<file path="src/rtl/traffic_lane_array_if.sv">
// Control, configuration and observation signals of traffic_lane_array.
// The master modport drives the array and the slave modport is the array itself.
interface traffic_lane_array_if #(
    parameter int unsigned LANE_LEN  = 90,
    parameter int unsigned NUM_LANES = 3,
    parameter int unsigned STEP_W    = 32,
    parameter int unsigned CNT_W     = 16,
    parameter int unsigned ROW_W     = 2
);
    logic                 load_en;
    logic                 load_bit;
    logic                 cfg_wrap;
    logic [STEP_W-1:0]    number_of_steps;
    logic                 start;
    logic                 hold;
    logic [NUM_LANES-1:0] inject;
    logic [ROW_W-1:0]     row_sel;
    logic [LANE_LEN-1:0]  row_data;
    logic [STEP_W-1:0]    step;
    logic [CNT_W-1:0]     flow_count;
    logic                 busy;
    logic                 done;

    modport master (
        output load_en, load_bit, cfg_wrap, number_of_steps, start, hold, inject, row_sel,
        input  row_data, step, flow_count, busy, done
    );

    modport slave (
        input  load_en, load_bit, cfg_wrap, number_of_steps, start, hold, inject, row_sel,
        output row_data, step, flow_count, busy, done
    );
endinterface

</file>
<file path="src/rtl/traffic_lane_array.sv">
// Multi-lane rule-184 traffic automaton with a serial load chain, run control and row readout.
// Define TRAFFIC_FLOW_COUNT_EN to build the exit-flow counter; otherwise flow_count is 0.
module traffic_lane_array #(
    parameter int unsigned LANE_LEN  = 90,
    parameter int unsigned NUM_LANES = 3,
    parameter int unsigned STEP_W    = 32,
    parameter int unsigned CNT_W     = 16,
    parameter int unsigned ROW_W     = 2
) (
    input logic                 clk,
    input logic                 rst,
    traffic_lane_array_if.slave bus
);
    localparam int unsigned NCELLS = NUM_LANES * LANE_LEN;

    localparam logic [1:0] StIdle = 2'd0;
    localparam logic [1:0] StRun  = 2'd1;
    localparam logic [1:0] StDone = 2'd2;

    logic [1:0]        state_q;
    logic [NCELLS-1:0] cells_q;
    logic [NCELLS-1:0] cells_next;
    logic [STEP_W-1:0] step_q;
    logic [STEP_W-1:0] step_inc;
    logic              wrap_q;
    logic              idle_like;
    logic              load_go;
    logic              start_go;
    logic              upd;

    assign idle_like = (state_q == StIdle) || (state_q == StDone);
    assign load_go   = idle_like && bus.load_en;
    assign start_go  = idle_like && !bus.load_en && bus.start;
    assign upd       = (state_q == StRun) && !bus.hold;
    assign step_inc  = step_q + STEP_W'(1);

`ifdef TRAFFIC_FLOW_COUNT_EN
    logic [NUM_LANES-1:0] exit_car;
`endif

    for (genvar g = 0; g < NUM_LANES; g++) begin : g_lane
        localparam int unsigned Base = g * LANE_LEN;
        logic [LANE_LEN-1:0] cur;
        logic [LANE_LEN-1:0] lft;
        logic [LANE_LEN-1:0] rgt;

        assign cur = cells_q[Base +: LANE_LEN];
        // Open boundary: inflow enters at pos 0, the exit past the last cell is always free.
        assign lft = {cur[LANE_LEN-2:0], wrap_q ? cur[LANE_LEN-1] : bus.inject[g]};
        assign rgt = {wrap_q & cur[0], cur[LANE_LEN-1:1]};
        assign cells_next[Base +: LANE_LEN] = (cur & rgt) | (~cur & lft);
`ifdef TRAFFIC_FLOW_COUNT_EN
        assign exit_car[g] = cur[LANE_LEN-1] & ~rgt[LANE_LEN-1];
`endif
    end

    always_ff @(posedge clk) begin
        if (rst) begin
            state_q <= StIdle;
            cells_q <= '0;
            step_q  <= '0;
            wrap_q  <= 1'b0;
        end else if (load_go) begin
            cells_q <= {cells_q[NCELLS-2:0], bus.load_bit};
            state_q <= StIdle;
        end else if (start_go) begin
            step_q  <= '0;
            wrap_q  <= bus.cfg_wrap;
            state_q <= (bus.number_of_steps == '0) ? StDone : StRun;
        end else if (upd) begin
            cells_q <= cells_next;
            step_q  <= step_inc;
            if (step_inc == bus.number_of_steps) begin
                state_q <= StDone;
            end
        end else if (state_q == 2'd3) begin
            state_q <= StIdle;
        end
    end

`ifdef TRAFFIC_FLOW_COUNT_EN
    logic [CNT_W-1:0] flow_q;
    logic [CNT_W:0]   flow_sum;

    always_comb begin
        flow_sum = {1'b0, flow_q};
        for (int lane = 0; lane < NUM_LANES; lane++) begin
            flow_sum = flow_sum + (CNT_W + 1)'(exit_car[lane]);
        end
    end

    always_ff @(posedge clk) begin
        if (rst || start_go) begin
            flow_q <= '0;
        end else if (upd) begin
            flow_q <= flow_sum[CNT_W] ? '1 : flow_sum[CNT_W-1:0];
        end
    end

    assign bus.flow_count = flow_q;
`else
    assign bus.flow_count = '0;
`endif

    always_comb begin
        bus.row_data = '0;
        for (int lane = 0; lane < NUM_LANES; lane++) begin
            if (bus.row_sel == ROW_W'(lane)) begin
                bus.row_data = cells_q[lane * LANE_LEN +: LANE_LEN];
            end
        end
    end

    assign bus.step = step_q;
    assign bus.busy = (state_q == StRun);
    assign bus.done = (state_q == StDone);
endmodule

</file>
<file path="src/flat_wrapper.sv">
// flat-port wrapper written by rule: the top's interface ports become plain ports
module traffic_lane_array_flat 
#(
    parameter int unsigned LANE_LEN  = 90,
    parameter int unsigned NUM_LANES = 3,
    parameter int unsigned STEP_W    = 32,
    parameter int unsigned CNT_W     = 16,
    parameter int unsigned ROW_W     = 2
)
  (clk, rst, bus_load_en, bus_load_bit, bus_cfg_wrap, bus_number_of_steps, bus_start, bus_hold, bus_inject, bus_row_sel, bus_row_data, bus_step, bus_flow_count, bus_busy, bus_done);
  traffic_lane_array_if #(.LANE_LEN(LANE_LEN), .NUM_LANES(NUM_LANES), .STEP_W(STEP_W), .CNT_W(CNT_W), .ROW_W(ROW_W)) bus_i ();
  input logic clk;
  input logic rst;
  input wire logic [$bits(bus_i.load_en)-1:0] bus_load_en;
  input wire logic [$bits(bus_i.load_bit)-1:0] bus_load_bit;
  input wire logic [$bits(bus_i.cfg_wrap)-1:0] bus_cfg_wrap;
  input wire logic [$bits(bus_i.number_of_steps)-1:0] bus_number_of_steps;
  input wire logic [$bits(bus_i.start)-1:0] bus_start;
  input wire logic [$bits(bus_i.hold)-1:0] bus_hold;
  input wire logic [$bits(bus_i.inject)-1:0] bus_inject;
  input wire logic [$bits(bus_i.row_sel)-1:0] bus_row_sel;
  output wire logic [$bits(bus_i.row_data)-1:0] bus_row_data;
  output wire logic [$bits(bus_i.step)-1:0] bus_step;
  output wire logic [$bits(bus_i.flow_count)-1:0] bus_flow_count;
  output wire logic [$bits(bus_i.busy)-1:0] bus_busy;
  output wire logic [$bits(bus_i.done)-1:0] bus_done;
  assign bus_i.load_en = bus_load_en;
  assign bus_i.load_bit = bus_load_bit;
  assign bus_i.cfg_wrap = bus_cfg_wrap;
  assign bus_i.number_of_steps = bus_number_of_steps;
  assign bus_i.start = bus_start;
  assign bus_i.hold = bus_hold;
  assign bus_i.inject = bus_inject;
  assign bus_i.row_sel = bus_row_sel;
  assign bus_row_data = bus_i.row_data;
  assign bus_step = bus_i.step;
  assign bus_flow_count = bus_i.flow_count;
  assign bus_busy = bus_i.busy;
  assign bus_done = bus_i.done;
  traffic_lane_array #(.LANE_LEN(LANE_LEN), .NUM_LANES(NUM_LANES), .STEP_W(STEP_W), .CNT_W(CNT_W), .ROW_W(ROW_W)) u_core (.clk(clk), .rst(rst), .bus(bus_i));
endmodule
</file>
<file path="config.mk">
export PLATFORM = sky130hd
export DESIGN_NAME = traffic_lane_array_flat
export DESIGN_NICKNAME = d
export VERILOG_FILES = /design/src/rtl/traffic_lane_array_if.sv /design/src/rtl/traffic_lane_array.sv /design/src/flat_wrapper.sv
export SDC_FILE = /design/constraint.sdc
export NUM_CORES = 1
export LEC_CHECK = 0
export ABC_AREA = 1
export ABC_CLOCK_PERIOD_IN_PS = 5250
export BUFFER_PORTS_ARGS = -buffer_cell sky130_fd_sc_hd__buf_4
export CORE_MARGIN = 3
export CORE_UTILIZATION = 52
export DETAILED_ROUTE_END_ITERATION = 8
export PLACE_DENSITY = 0.72
export SYNTH_ARGS = -nofsm -noshare
export SYNTH_HDL_FRONTEND = slang
export SYNTH_SLANG_ARGS = --single-unit
</file>
<file path="constraint.sdc">
create_clock -name clk -period 5.25 [get_ports clk]
set_input_delay 0.2625 -clock clk [delete_from_list [all_inputs] [get_ports clk]]
set_output_delay 0.2625 -clock clk [all_outputs]
set_load 0.005 [all_outputs]
</file>
* Word level (Yosys, flattened, before mapping)
Index checks and enable logic that the tools add are counted.
Cells by class: shift operators 0, $add $sub $neg 1, div/mod/pow operators 0, $lt $le $gt $ge 0, equality and inequality tests 8, reduce and logical (&&, ||, !) cells 18, bitwise operators 16, mux-type cells 16, multiply operators 0
Operators by type and width (count):
- 270-bit two-way mux | 3
- 90-bit AND | 6
- 90-bit two-way mux | 3
- 90-bit NOT | 3
- 90-bit bitwise OR | 3
- 32-bit two-way mux | 2
- 32-bit by 1-bit adder with 32-bit output (second input constant) | 1
- 32-bit equality test | 1
- 32-bit zero test | 1
- 2-bit two-way mux | 5
- 2-bit AND reduction | 4
- 2-bit equality test (second input constant) | 3
- 2-bit by 1-bit equality test with 1-bit output (second input constant) | 2
- 1-bit logical AND | 4
- 2-bit zero test | 2
- 2-bit nonzero test | 2
- 1-bit AND | 3
- 1-bit two-way mux | 3
- 3-bit by 2-bit inequality test with 1-bit output (second input constant) | 1
- 3-bit nonzero test | 1
- 1-bit zero test | 2
- 2-bit by 1-bit inequality test with 1-bit output (second input constant) | 1
- 2-bit OR reduction | 1
- 1-bit logical OR | 1
- 1-bit NOT | 1
Word-level totals: bits in read-only memories 0, output and inout bits 140, memories kept 0, bits in registers 305, bits in latches 0, bits in writable memories 0

* Depth between registers and ports, before layout
Gate-level depths: netlist of run 1.
depth after elaboration 6, mapped depth 18, mapped depth without buffers 18

* Worst setup path before layout of run 1
No wires, ideal clock.
path kind register -> register, from register u_core.step_q[0] (netlist: u_core.bus.step[0]), to register u_core.state_q[1], library setup time 115 ps, path buffers 0, period minus slack after synthesis 2054 ps, arrival 1939 ps, path slack 3196 ps, data required time 5135 ps, stages on the path, launching flop included 19, path through dfxtp_1 -> ha_1 -> nand2_1 -> nor2_4 -> nand2_2 -> nor2_4 -> nand2_1 -> nand2_1 -> nand2_1 -> nand2_1 -> nand2_1 -> nor2_1 -> nand2_1 -> nor2_1 -> nand3_1 -> nand2_2 -> nand3_1 -> nand2_1 -> nor2_1
On the way: longest elaborated chain between the ends 4
RTL lines:
- start, declared | line traffic_lane_array.sv:23 | logic [STEP_W-1:0] step_q;
- start signal, assigned | line traffic_lane_array.sv:72 | step_q <= step_inc;
- 32-bit by 1-bit adder with 32-bit output | line traffic_lane_array.sv:35 | assign step_inc = step_q + STEP_W'(1);
- 32-bit equality test | line traffic_lane_array.sv:73 | if (step_inc == bus.number_of_steps) begin
- 3-bit by 2-bit inequality test with 1-bit output (no source line)
- 2-bit AND reduction (no source line)
- end signal, assigned | line traffic_lane_array.sv:69 | state_q <= (bus.number_of_steps == '0) ? StDone : StRun;
- end signal, assigned | line traffic_lane_array.sv:74 | state_q <= StDone;
- end signal, assigned | line traffic_lane_array.sv:77 | state_q <= StIdle;
- end, declared | line traffic_lane_array.sv:20 | logic [1:0] state_q;
Every way passes these cells. A chain may end at the register's enable or synchronous reset.

* Worst setup path in the final report of run 1
from register u_core.state_q[0], to register u_core.cells_q[15]
On the way: longest elaborated chain between the ends 6
RTL lines:
- start signal, assigned | line traffic_lane_array.sv:59 | state_q <= StIdle;
- start signal, assigned | line traffic_lane_array.sv:65 | state_q <= StIdle;
- start signal, assigned | line traffic_lane_array.sv:69
- 2-bit equality test or 2-bit zero test (tied branches) | line traffic_lane_array.sv:31 | assign idle_like = (state_q == StIdle) || (state_q == StDone);
- 1-bit logical OR | line traffic_lane_array.sv:31
- 1-bit logical AND (2 in series) | line traffic_lane_array.sv:33 | assign start_go = idle_like && !bus.load_en && bus.start;
- 2-bit by 1-bit inequality test with 1-bit output (no source line)
- 2-bit AND reduction (no source line)
- end signal, assigned | line traffic_lane_array.sv:64 | cells_q <= {cells_q[NCELLS-2:0], bus.load_bit};
- end signal, assigned | line traffic_lane_array.sv:71 | cells_q <= cells_next;
- end, declared | line traffic_lane_array.sv:21 | logic [NCELLS-1:0] cells_q;
Parallel ways exist; a longest one is shown, timed or not.

==> run metrics, run 1 <==
CP Data Required Time=5.68 ns; wire length per cell=13.5 um; Clock Tree Buf Depth=3; via density per instance=5.41; Clock Latency Late Sink=0.52 ns; headroom to the max-slew limit=18.3%; post-synthesis register bit count=305; FILL cells=2999; CTS clk-pin slew, worst paths=0.06 ns; Die Height=184 um; total power=5.18 mW; CTS tree=done; Total GRT Usage=24.5%; endpoints failing setup=0; Synth Cell Area=16500 um2; syn_area_per_cell=6.10 um2; top_reg_cell synth=dfxtp_1; worst vdd rail ir drop=0.000210 V; GRT overflow=0; routed via count=17200; Layout Skew=0.0103 ns; worst-path maximum fanout=176; antenna-violating nets left=0; first-pass GRT wire length=71400 um; H-tree levels=2; Critical Path Source Type=flip-flop; Tmin final=3.66 ns; Yosys cell types=40; DP Area=17700 um2; Cell Rows=64; Worst-Margin Slew=1.22 ns; Finished Core Util=61.1%; Highest Clock Rate=274 MHz; max_cap viols=0; pwr/cell area=275 nW/um2; Post-Synthesis Cells=2703; count leader, synth=nand2_1; Sink Count=305; Fin Hold WS=0.0442 ns; gpl congestion=0.920; Worst Hold Class=primary input to flip-flop; Tcrit/Tclk final=69.6%; Crit. End Element=flip-flop; drt first pass iters=7; core area=30900 um2; top post-synthesis cells by area=dfxtp_1 37%, nand2_1 29%, nand3_1 13%; area share of the largest cell type after synthesis=37.0%; hpwl dp=27500 um; Die X=184 um; Max Slew Vio Count=0; Die Area=33900 um2; multi-input logic area=9410 um2; register area=6110 um2; setup repair after global routing missed its margin=no; outcome=completed; nets=2806; DRC violation count after routing=0; ANT cells=0; root buffer cell=clkbuf_16; vias in the first global route=15200; Initial Util=53.4%; top cells by count, synth=1256 x nand2_1, 416 x nand3_1, 305 x dfxtp_1; post-cts resize count=0; ys async rst share=0%; critical path type=flip-flop to flip-flop; Post-synth EDFFs=0; Layout area overhead=14.4%; Post-CTS Setup Bufs=0; final instance area=18900 um2; Total Routed Length=43000 um; PortBufs=167; First DRT Iteration DRCs=1248; register area share after synthesis=37.0%; initial antenna violation count=2; number of hold buffers added after cts=0; final hold viol count=0; layout cells sized above 1=9.20%; Inserted Clock Buffers=36; setup TNS=0 ns; Worst Path Arrival=4.09 ns; cell taking the most area after synthesis=dfxtp_1; static leakage=7.28 nW; Top-Level Pins=184; synth warn=0; largest net degree at the start of global routing=177
-- placed cells by master (no fill, tap or decap), types with 6 or more instances in the layout --
cell	n
nand2_1	1255
a21oi_1	299
inv_1	83
nand3_1	416
o211ai_1	7
nand4_1	11
clkbuf_16	38
nor2_1	63
conb_1	16
o21ai_0	20
clkbuf_8	8
nor2_4	10
o21bai_1	6
clkbuf_1	10
xor2_1	8
buf_4	174
dfxtp_1	305
-- kinds of logic (layout without fill, tap and decap cells) --
family | count (synthesis) | count (layout) | synth area share, %
flip-flops | 305 | 305 | 37.0
adder cells (fa/ha/maj) | 1 | 1 | 0.0758
other | 1 | 16 | 0.0227
XOR/XNOR | 14 | 14 | 0.918
AND/OR/NAND/NOR | 1778 | 1778 | 44.5
AO/OA/AOI/OAI | 341 | 341 | 10.7
buffers and inverters | 258 | 324 | 6.44
multiplexers | 5 | 5 | 0.319
-- sequential cells by signal (all words and copies together), names as in the netlist --
| name | count |
|---|---|
| u_core.cells_q | 270 |
| u_core.state_q | 2 |
| u_core.wrap_q | 1 |
| u_core.bus.step | 32 |
-- layer usage --
layer  vias up  track usage (%)  part of all wire (%)
met1      7842             32.5                    45
met3        78             4.24                   5.8
li1       8881                -                     -
met5         -                0                 0.074
met4         4             7.56                   2.5
met2       409             41.0                    46
-- per-stage QoR --
stage,setup WS (ns),std cells
after detailed placement,1.55,3119
after floorplan,3.20,2718
after global placement,1.65,3119
final,1.59,3180
after global routing,1.35,3180
after CTS,1.63,3180
-- layout make-up --
cell class | count | area share (%)
multi-input cells | 2155 | 49.9
flip-flops and latches | 305 | 32.4
repair buffers | 178 | 7.31
clock buffers | 55 | 5.75
well taps | 396 | 2.63
inverters | 85 | 1.72
clock inverters | 6 | 0.365
-- final timing paths --
path | start | end | slack (ns) | depth (start not counted)
worst min-delay path | bus_cfg_wrap | u_core.wrap_q$_SDFFE_PP0P_ | 0.04 | 3
worst min register to register | u_core.cells_q[235]$_SDFFE_PP0P_ | u_core.cells_q[236]$_SDFFE_PP0P_ | 0.47 | 2
worst max register to register | u_core.state_q[0]$_SDFFE_PP0P_ | u_core.cells_q[15]$_SDFFE_PP0P_ | 1.59 | 6
worst max-delay path | u_core.state_q[0]$_SDFFE_PP0P_ | u_core.cells_q[15]$_SDFFE_PP0P_ | 1.59 | 6
-- power by group --
part           switching (mW)  internal, mW  total (mW)
registers              0.0113          2.32        2.33
logic                   0.302         0.104       0.406
clock network           0.972          1.47        2.44
-- critical path, stage by stage, from the launching register on --
cell	delay (ns)
dfxtp_1	0.33
nor2_1	0.81
inv_6	0.56
nand2_4	0.81
buf_12	0.53
nand3_1	0.18
a21oi_1	0.17
Note: power is estimated with default switching activity, not from simulation.
==> inputs of run 2 (changes only) <==
- ABC_CLOCK_PERIOD_IN_PS: 5250 -> 3350
- PLACE_DENSITY: 0.72 -> 0.75
- clock period: 5.25 -> 3.35 ns (I/O delays scaled with it)
==> run metrics, run 2 (synthesis results as in run 1) <==
outcome=completed (unchanged); DRC violation count after routing=0 (unchanged); Post-CTS Setup Bufs=0 (unchanged); wire length per cell=13.8 um (was 13.5 um); Layout area overhead=14.9% (was 14.4%); hold path start=bus_inject[1] (was bus_cfg_wrap); PortBufs=167 (unchanged); Crit Reg-Reg Startpoint=u_core.bus.step[0]$_SDFFE_PP0P_ (was u_core.state_q[0]$_SDFFE_PP0P_); endpoints failing setup=0 (unchanged); Finished Core Util=61.3% (was 61.1%); Inserted Clock Buffers=36 (unchanged); Critical R2R Capture=u_core.state_q[1]$_SDFFE_PP0P_ (was u_core.cells_q[15]$_SDFFE_PP0P_); pwr/cell area=422 nW/um2 (was 275 nW/um2); Worst Hold Class=primary input to flip-flop (unchanged); Clock Latency Late Sink=0.52 ns (about the same); Largest Register=u_core.cells_q (unchanged); GRT overflow=0 (unchanged); critical path type=flip-flop to flip-flop (unchanged); routed via count=17300 (was 17200); Clock Tree Buf Depth=3 (unchanged); Highest Clock Rate=396 MHz (was 274 MHz); max_cap viols=0 (unchanged); Tcrit/Tclk final=75.4% (was 69.6%); Die Height=184 um (unchanged); Sink Count=305 (unchanged); WHS Endpoint=u_core.cells_q[90]$_SDFFE_PP0P_ (was u_core.wrap_q$_SDFFE_PP0P_); Die X=184 um (unchanged); Initial Util=53.4% (unchanged); core area=30900 um2 (unchanged); Worst Path Arrival=2.92 ns (was 4.09 ns); layout cells sized above 1=9.21% (was 9.20%); Critical Path Source Type=flip-flop (unchanged); worst path bufs/invs=1 (was 2); Layout Skew=0.0152 ns (was 0.0103 ns); max reg flops=270 (unchanged); Total GRT Usage=25.1% (was 24.5%); gpl congestion=0.939 (was 0.920); commonest non-fill, non-tap cell in the layout=nand2_1 (unchanged); cell family with the largest share of critical-path delay=simple AND/OR/NAND/NOR gates (unchanged); CTS clk-pin slew, worst paths=0.06 ns (about the same); Fin Hold WS=0.0546 ns (was 0.0442 ns); commonest non-fill, non-tap cells in the layout=1255 x nand2_1, 416 x nand3_1, 305 x dfxtp_1 (unchanged); Crit. End Element=flip-flop (unchanged); First DRT Iteration DRCs=1277 (was 1248); largest net degree at the start of global routing=141 (was 177); Worst-Margin Slew=0.730 ns (was 1.22 ns); setup TNS=0 ns (unchanged); vias in the first global route=15600 (was 15200); headroom to the max-slew limit=51.3% (was 18.3%); worst vdd rail ir drop=0.000441 V (was 0.000210 V); setup repair after global routing missed its margin=no (unchanged); nets=2815 (was 2806); CTS tree=done (unchanged); final instance area=19000 um2 (was 18900 um2); Cell Rows=64 (unchanged); slowest cell on the critical path=dfxtp_1 (was nor2_1); DP Area=17800 um2 (was 17700 um2); antenna-violating nets left=0 (unchanged); Total Routed Length=44000 um (was 43000 um); Top-Level Pins=184 (unchanged); CP Data Required Time=3.75 ns (was 5.68 ns); hpwl dp=28100 um (was 27500 um); worst-path cell chain=ha_1 > nand2_1 > nor2_4 > nand3_2 > inv_1 > nand2_1 > nand2_1 > nand2_1 > nand2_1 > nand2_1 > nor2_1 > nand2_1 > nor2_1 > nand3_1 > nand2_2 > nand3_1 > nand2_1 > nor2_1 (was nor2_1 > inv_6 > nand2_4 > buf_12 > nand3_1 > a21oi_1); Reg2Reg Depth=18 (was 6); Max Slew Vio Count=0 (unchanged); Tmin final=2.53 ns (was 3.66 ns); Hold Path Stages=4 (was 3); critical path's most frequent cell=nand2_1; Die Area=33900 um2 (unchanged); Critical Path Max Stage Delay=0.45 ns (was 0.81 ns); via density per instance=5.43 (was 5.41); first-pass GRT wire length=73300 um (was 71400 um); FF-to-FF setup slack=0.82 ns (was 1.59 ns); drt first pass iters=5 (was 7); static leakage=7.32 nW (was 7.28 nW); root buffer cell=clkbuf_16 (unchanged); worst-path maximum fanout=7 (was 176); H-tree levels=2 (unchanged); initial antenna violation count=3 (was 2); Crit. Startpoint=u_core.bus.step[0]$_SDFFE_PP0P_ (was u_core.state_q[0]$_SDFFE_PP0P_); final hold viol count=0 (unchanged)
run 2: changes by cell type in the layout (fill, tap and decap cells not counted), sizes merged:
cell	change
inv	+1
clkbuf	+1
buf	+7
clkinvlp	-1
dlygate4sd3	+2
clkinv	-3
bufinv	-1
diode	+2
run 2: cell type report:
type	count	area, um2
diodes	2	5.00
clock inverters	2	25.0
multi-input cells	2155	9410
inverters	85	324
well taps	396	495
fillers	2970	12000
flip-flops and latches	305	6110
clock buffers	56	1070
repair buffers	187	1520
run 2: power by group:
group          leakage, nW  total, mW  switching (mW)  internal, mW
Sequential            2.46       3.66          0.0176          3.64
Clock                0.531       3.68            1.50          2.18
Combinational         4.33      0.665           0.487         0.178
run 2: how the worst max path moves through the flow:
stage / to / depth (start not counted) / slack (ns)
detailed placement: u_core.state_q[1]$_SDFFE_PP0P_ / 18 / 0.87
global route: u_core.state_q[1]$_SDFFE_PP0P_ / 15 / 0.60
CTS: u_core.state_q[1]$_SDFFE_PP0P_ / 18 / 0.85
floorplan: u_core.state_q[1]$_SDFFE_PP0P_ / 18 / 1.30
global placement: u_core.state_q[1]$_SDFFE_PP0P_ / 15 / 0.94
finish: u_core.state_q[1]$_SDFFE_PP0P_ / 18 / 0.82
run 2: layer usage:
layer / GRT usage (%) / vias to the layer above / routed length, um
li1: - / 8890 / -
met1: 32.9 / 7944 / 19700
met2: 41.7 / 398 / 20600
met3: 4.40 / 81 / 2470
met4: 8.80 / 2 / 1260
met5: 0 / - / 13
run 2: what timing repair did:
action,4_1_cts,5_1_grt
setup endpoints to repair,0,0
hold endpoints to repair,2,0
hold buffers,2,0
gates resized for setup,0,0
run 2: worst register-to-register path, cell delays in order, from the launching register on:
cell	delay [ns]
dfxtp_1	0.45
ha_1	0.25
nand2_1	0.11
nor2_4	0.15
nand3_2	0.17
inv_1	0.17
nand2_1	0.07
nand2_1	0.09
nand2_1	0.06
nand2_1	0.05
nand2_1	0.04
nor2_1	0.16
nand2_1	0.09
nor2_1	0.10
nand3_1	0.12
nand2_2	0.11
nand3_1	0.08
nand2_1	0.08
nor2_1	0.04
run 2: per-stage QoR:
step                      cells  worst slack, ns  total power [mW]
after floorplan            2718             1.30              4.22
after global placement     3126            0.936              4.39
after detailed placement   3126            0.871              4.40
after CTS                  3186            0.851              8.08
after global routing       3188            0.604              8.32
final                      3188            0.825              8.00
==> inputs of run 3 (changes only) <==
- ABC_AREA: 1 -> 0
- ABC_CLOCK_PERIOD_IN_PS: 3350 -> 2600
- PLACE_DENSITY: 0.75 -> 0.72
- clock period: 3.35 -> 2.6 ns (I/O delays scaled with it)
==> run metrics, run 3 <==
Initial Util=53.4% (about the same); Largest Register=u_core.cells_q (unchanged); vias in the first global route=14500 (was 15600); synth warn=0 (unchanged); headroom to the max-slew limit=14.5% (was 51.3%); max reg flops=270 (unchanged); placed cell count=2669 (was 3126); pwr/cell area=533 nW/um2 (was 422 nW/um2); area share of the largest cell type after synthesis=36.9% (was 37.0%); Worst Hold Class=primary input to flip-flop (unchanged); hpwl dp=29000 um (was 28100 um); top post-synthesis cells by area=dfxtp_1 37%, o211ai_1 12%, o21ai_0 12% (was dfxtp_1 37%, nand2_1 29%, nand3_1 13%); register area=6120 um2 (was 6110 um2); drt first pass iters=5 (unchanged); Final WS setup=0.146 ns (was 0.825 ns); layout cells sized above 1=15.0% (was 9.21%); Die X=184 um (about the same); top_reg_cell synth=dfxtp_1 (unchanged); Inserted Clock Buffers=35 (was 36); wire length per cell=16.2 um (was 13.8 um); register area share after synthesis=36.9% (was 37.0%); Crit. End Element=flip-flop (unchanged); CTS tree=done (unchanged); antenna-violating nets left=0 (unchanged); syn_area_per_cell=7.44 um2 (was 6.10 um2); H-tree levels=2 (unchanged); Cell Rows=64 (unchanged); CP Data Required Time=2.98 ns (was 3.75 ns); via density per instance=6.00 (was 5.43); Die Height=184 um (about the same); Clock Latency Late Sink=0.51 ns (was 0.52 ns); Synth Cell Area=16500 um2 (about the same); Top-Level Pins=184 (unchanged); root buffer cell=clkbuf_16 (unchanged); ys async rst share=0% (unchanged); routed via count=16400 (was 17300); ANT cells=0 (was 2); core area=31000 um2 (was 30900 um2); final std cells w/o fill=2735 (was 3188); Tmin final=2.45 ns (was 2.53 ns); critical path type=flip-flop to flip-flop (unchanged); Sink Count=305 (unchanged); FILL cells=2787 (was 2970); Worst Path Arrival=2.83 ns (was 2.92 ns); DRC violation count after routing=0 (unchanged); max_cap viols=0 (unchanged); Clock Tree Buf Depth=3 (unchanged); commonest non-fill, non-tap cell in the layout=nand2_1 (unchanged); endpoints failing setup=0 (unchanged); Fin Hold WS=0.105 ns (was 0.0546 ns); largest net degree at the start of global routing=144 (was 141); Highest Clock Rate=407 MHz (was 396 MHz); count leader, synth=nand2_1 (unchanged); Critical Path Source Type=flip-flop (unchanged); Place WS=-0.0153 ns (was 0.871 ns); Yosys cell types=58 (was 40); commonest non-fill, non-tap cells in the layout=401 x nand2_1, 390 x o21ai_0, 304 x a21oi_1 (was 1255 x nand2_1, 416 x nand3_1, 305 x dfxtp_1); Worst-Margin Slew=1.28 ns (was 0.730 ns); Die Area=34000 um2 (was 33900 um2); Layout area overhead=18.8% (was 14.9%); worst-path maximum fanout=5 (was 7); worst vdd rail ir drop=0.000494 V (was 0.000441 V); top cells by count, synth=403 x nand2_1, 390 x o21ai_0, 305 x dfxtp_1 (was 1256 x nand2_1, 416 x nand3_1, 305 x dfxtp_1); Layout Skew=0.0148 ns (was 0.0152 ns); post-synthesis register bit count=305 (unchanged); PortBufs=167 (unchanged); total power=10.5 mW (was 8.00 mW); cell taking the most area after synthesis=dfxtp_1 (unchanged); initial antenna violation count=0 (was 3); static leakage=6.68 nW (was 7.32 nW); Max Slew Vio Count=0 (unchanged); CTS clk-pin slew, worst paths=0.06 ns (about the same); GRT overflow=0 (unchanged); outcome=completed (unchanged); final hold viol count=0 (unchanged); gpl congestion=0.961 (was 0.939); multi-input logic area=9690 um2 (was 9410 um2); first-pass GRT wire length=72500 um (was 73300 um); Tcrit/Tclk final=94.4% (was 75.4%); Total Routed Length=44400 um (was 44000 um); Total GRT Usage=24.9% (was 25.1%); Post-Synthesis Cells=2223 (was 2703); nets=2361 (was 2815); Post-synth EDFFs=0 (unchanged); First DRT Iteration DRCs=1238 (was 1277)
## run 3: cell types whose count changed in the layout (fill, tap and decap cells not counted), moves of 15 or more
cell      before  now
mux2i_1        3   94
nand2_1     1255  401
xnor2_1        4   39
buf_4        176  244
nand3_1      416    6
nor4_1         2   17
inv_1         83    2
o211ai_1       7  264
o21ai_0       20  390
## run 3: cell families (layout without fill, tap and decap cells)
kind of cell    Yosys count  after routing  share of synthesized area [%]
xor+xnor                 51             51                           2.70
fa+ha+maj                 1              1                         0.0756
simple gates            556            556                           14.6
other cells               1             16                         0.0227
mux                      94             94                           5.69
buf+inv                 227            328                           5.57
flops                   305            305                           36.9
compound gates          988            988                           34.5
## run 3: per-layer routing
layer | wire, um | GRT usage (%)
met5 | 0 | 0
met4 | 1190 | 7.29
met3 | 2100 | 3.12
met2 | 20300 | 40.2
met1 | 20800 | 34.9
## run 3: metrics by stage
step,cell area (um2),util [%],TNS [ns]
after floorplan,16600,-,0
after global placement,18400,59.3,0
after detailed placement,18400,59.3,-0.0153
after CTS,19600,63.1,0
after global routing,19700,63.4,-0.00703
final,19700,63.4,0
## run 3: where the power goes
group	leakage [nW]	internal (mW)	total (mW)	switching, mW
Combinational	3.66	0.297	0.949	0.652
Clock	0.555	2.92	4.83	1.91
Sequential	2.46	4.68	4.70	0.0138
## run 3: timing repair
| action | 4_1_cts | 5_1_grt |
|---|---|---|
| endpoints found under the hold margin | 3 | 0 |
| resized for setup | 1 | 24 |
| buffers inserted | 0 | 2 |
| pin swaps | 0 | 9 |
| setup endpoints to repair | 1 | 2 |
| hold buffers | 4 | 0 |
## run 3: final cells by class
class,count,share of cell area [%]
clock buffers,56,5.47
clock inverters,4,0.248
inverters,2,0.0382
multi-input cells,1706,49.3
flip-flops and latches,305,31.1
well taps,396,2.52
repair buffers,266,11.3
## run 3: worst paths after layout
check                                        from  depth (start not counted)                          endpoint  slack, ns
setup reg to reg  u_core.bus.step[1]$_SDFFE_PP0P_                          9    u_core.state_q[0]$_SDFFE_PP0P_       0.15
hold / removal                                rst                          2  u_core.bus.step[31]$_SDFFE_PP0P_       0.10
hold reg to reg   u_core.cells_q[95]$_SDFFE_PP0P_                          2   u_core.cells_q[96]$_SDFFE_PP0P_       0.49
setup / recovery  u_core.bus.step[1]$_SDFFE_PP0P_                          9    u_core.state_q[0]$_SDFFE_PP0P_       0.15
## run 3: worst max-delay path, cell delays in order, from the launching register on
cell	delay, ns
dfxtp_4	0.36
ha_4	0.14
nand3_4	0.11
nor4_4	0.27
nand2_2	0.08
or4_1	0.50
a211o_1	0.30
nor4_4	0.30
a31o_2	0.19
a21oi_1	0.06
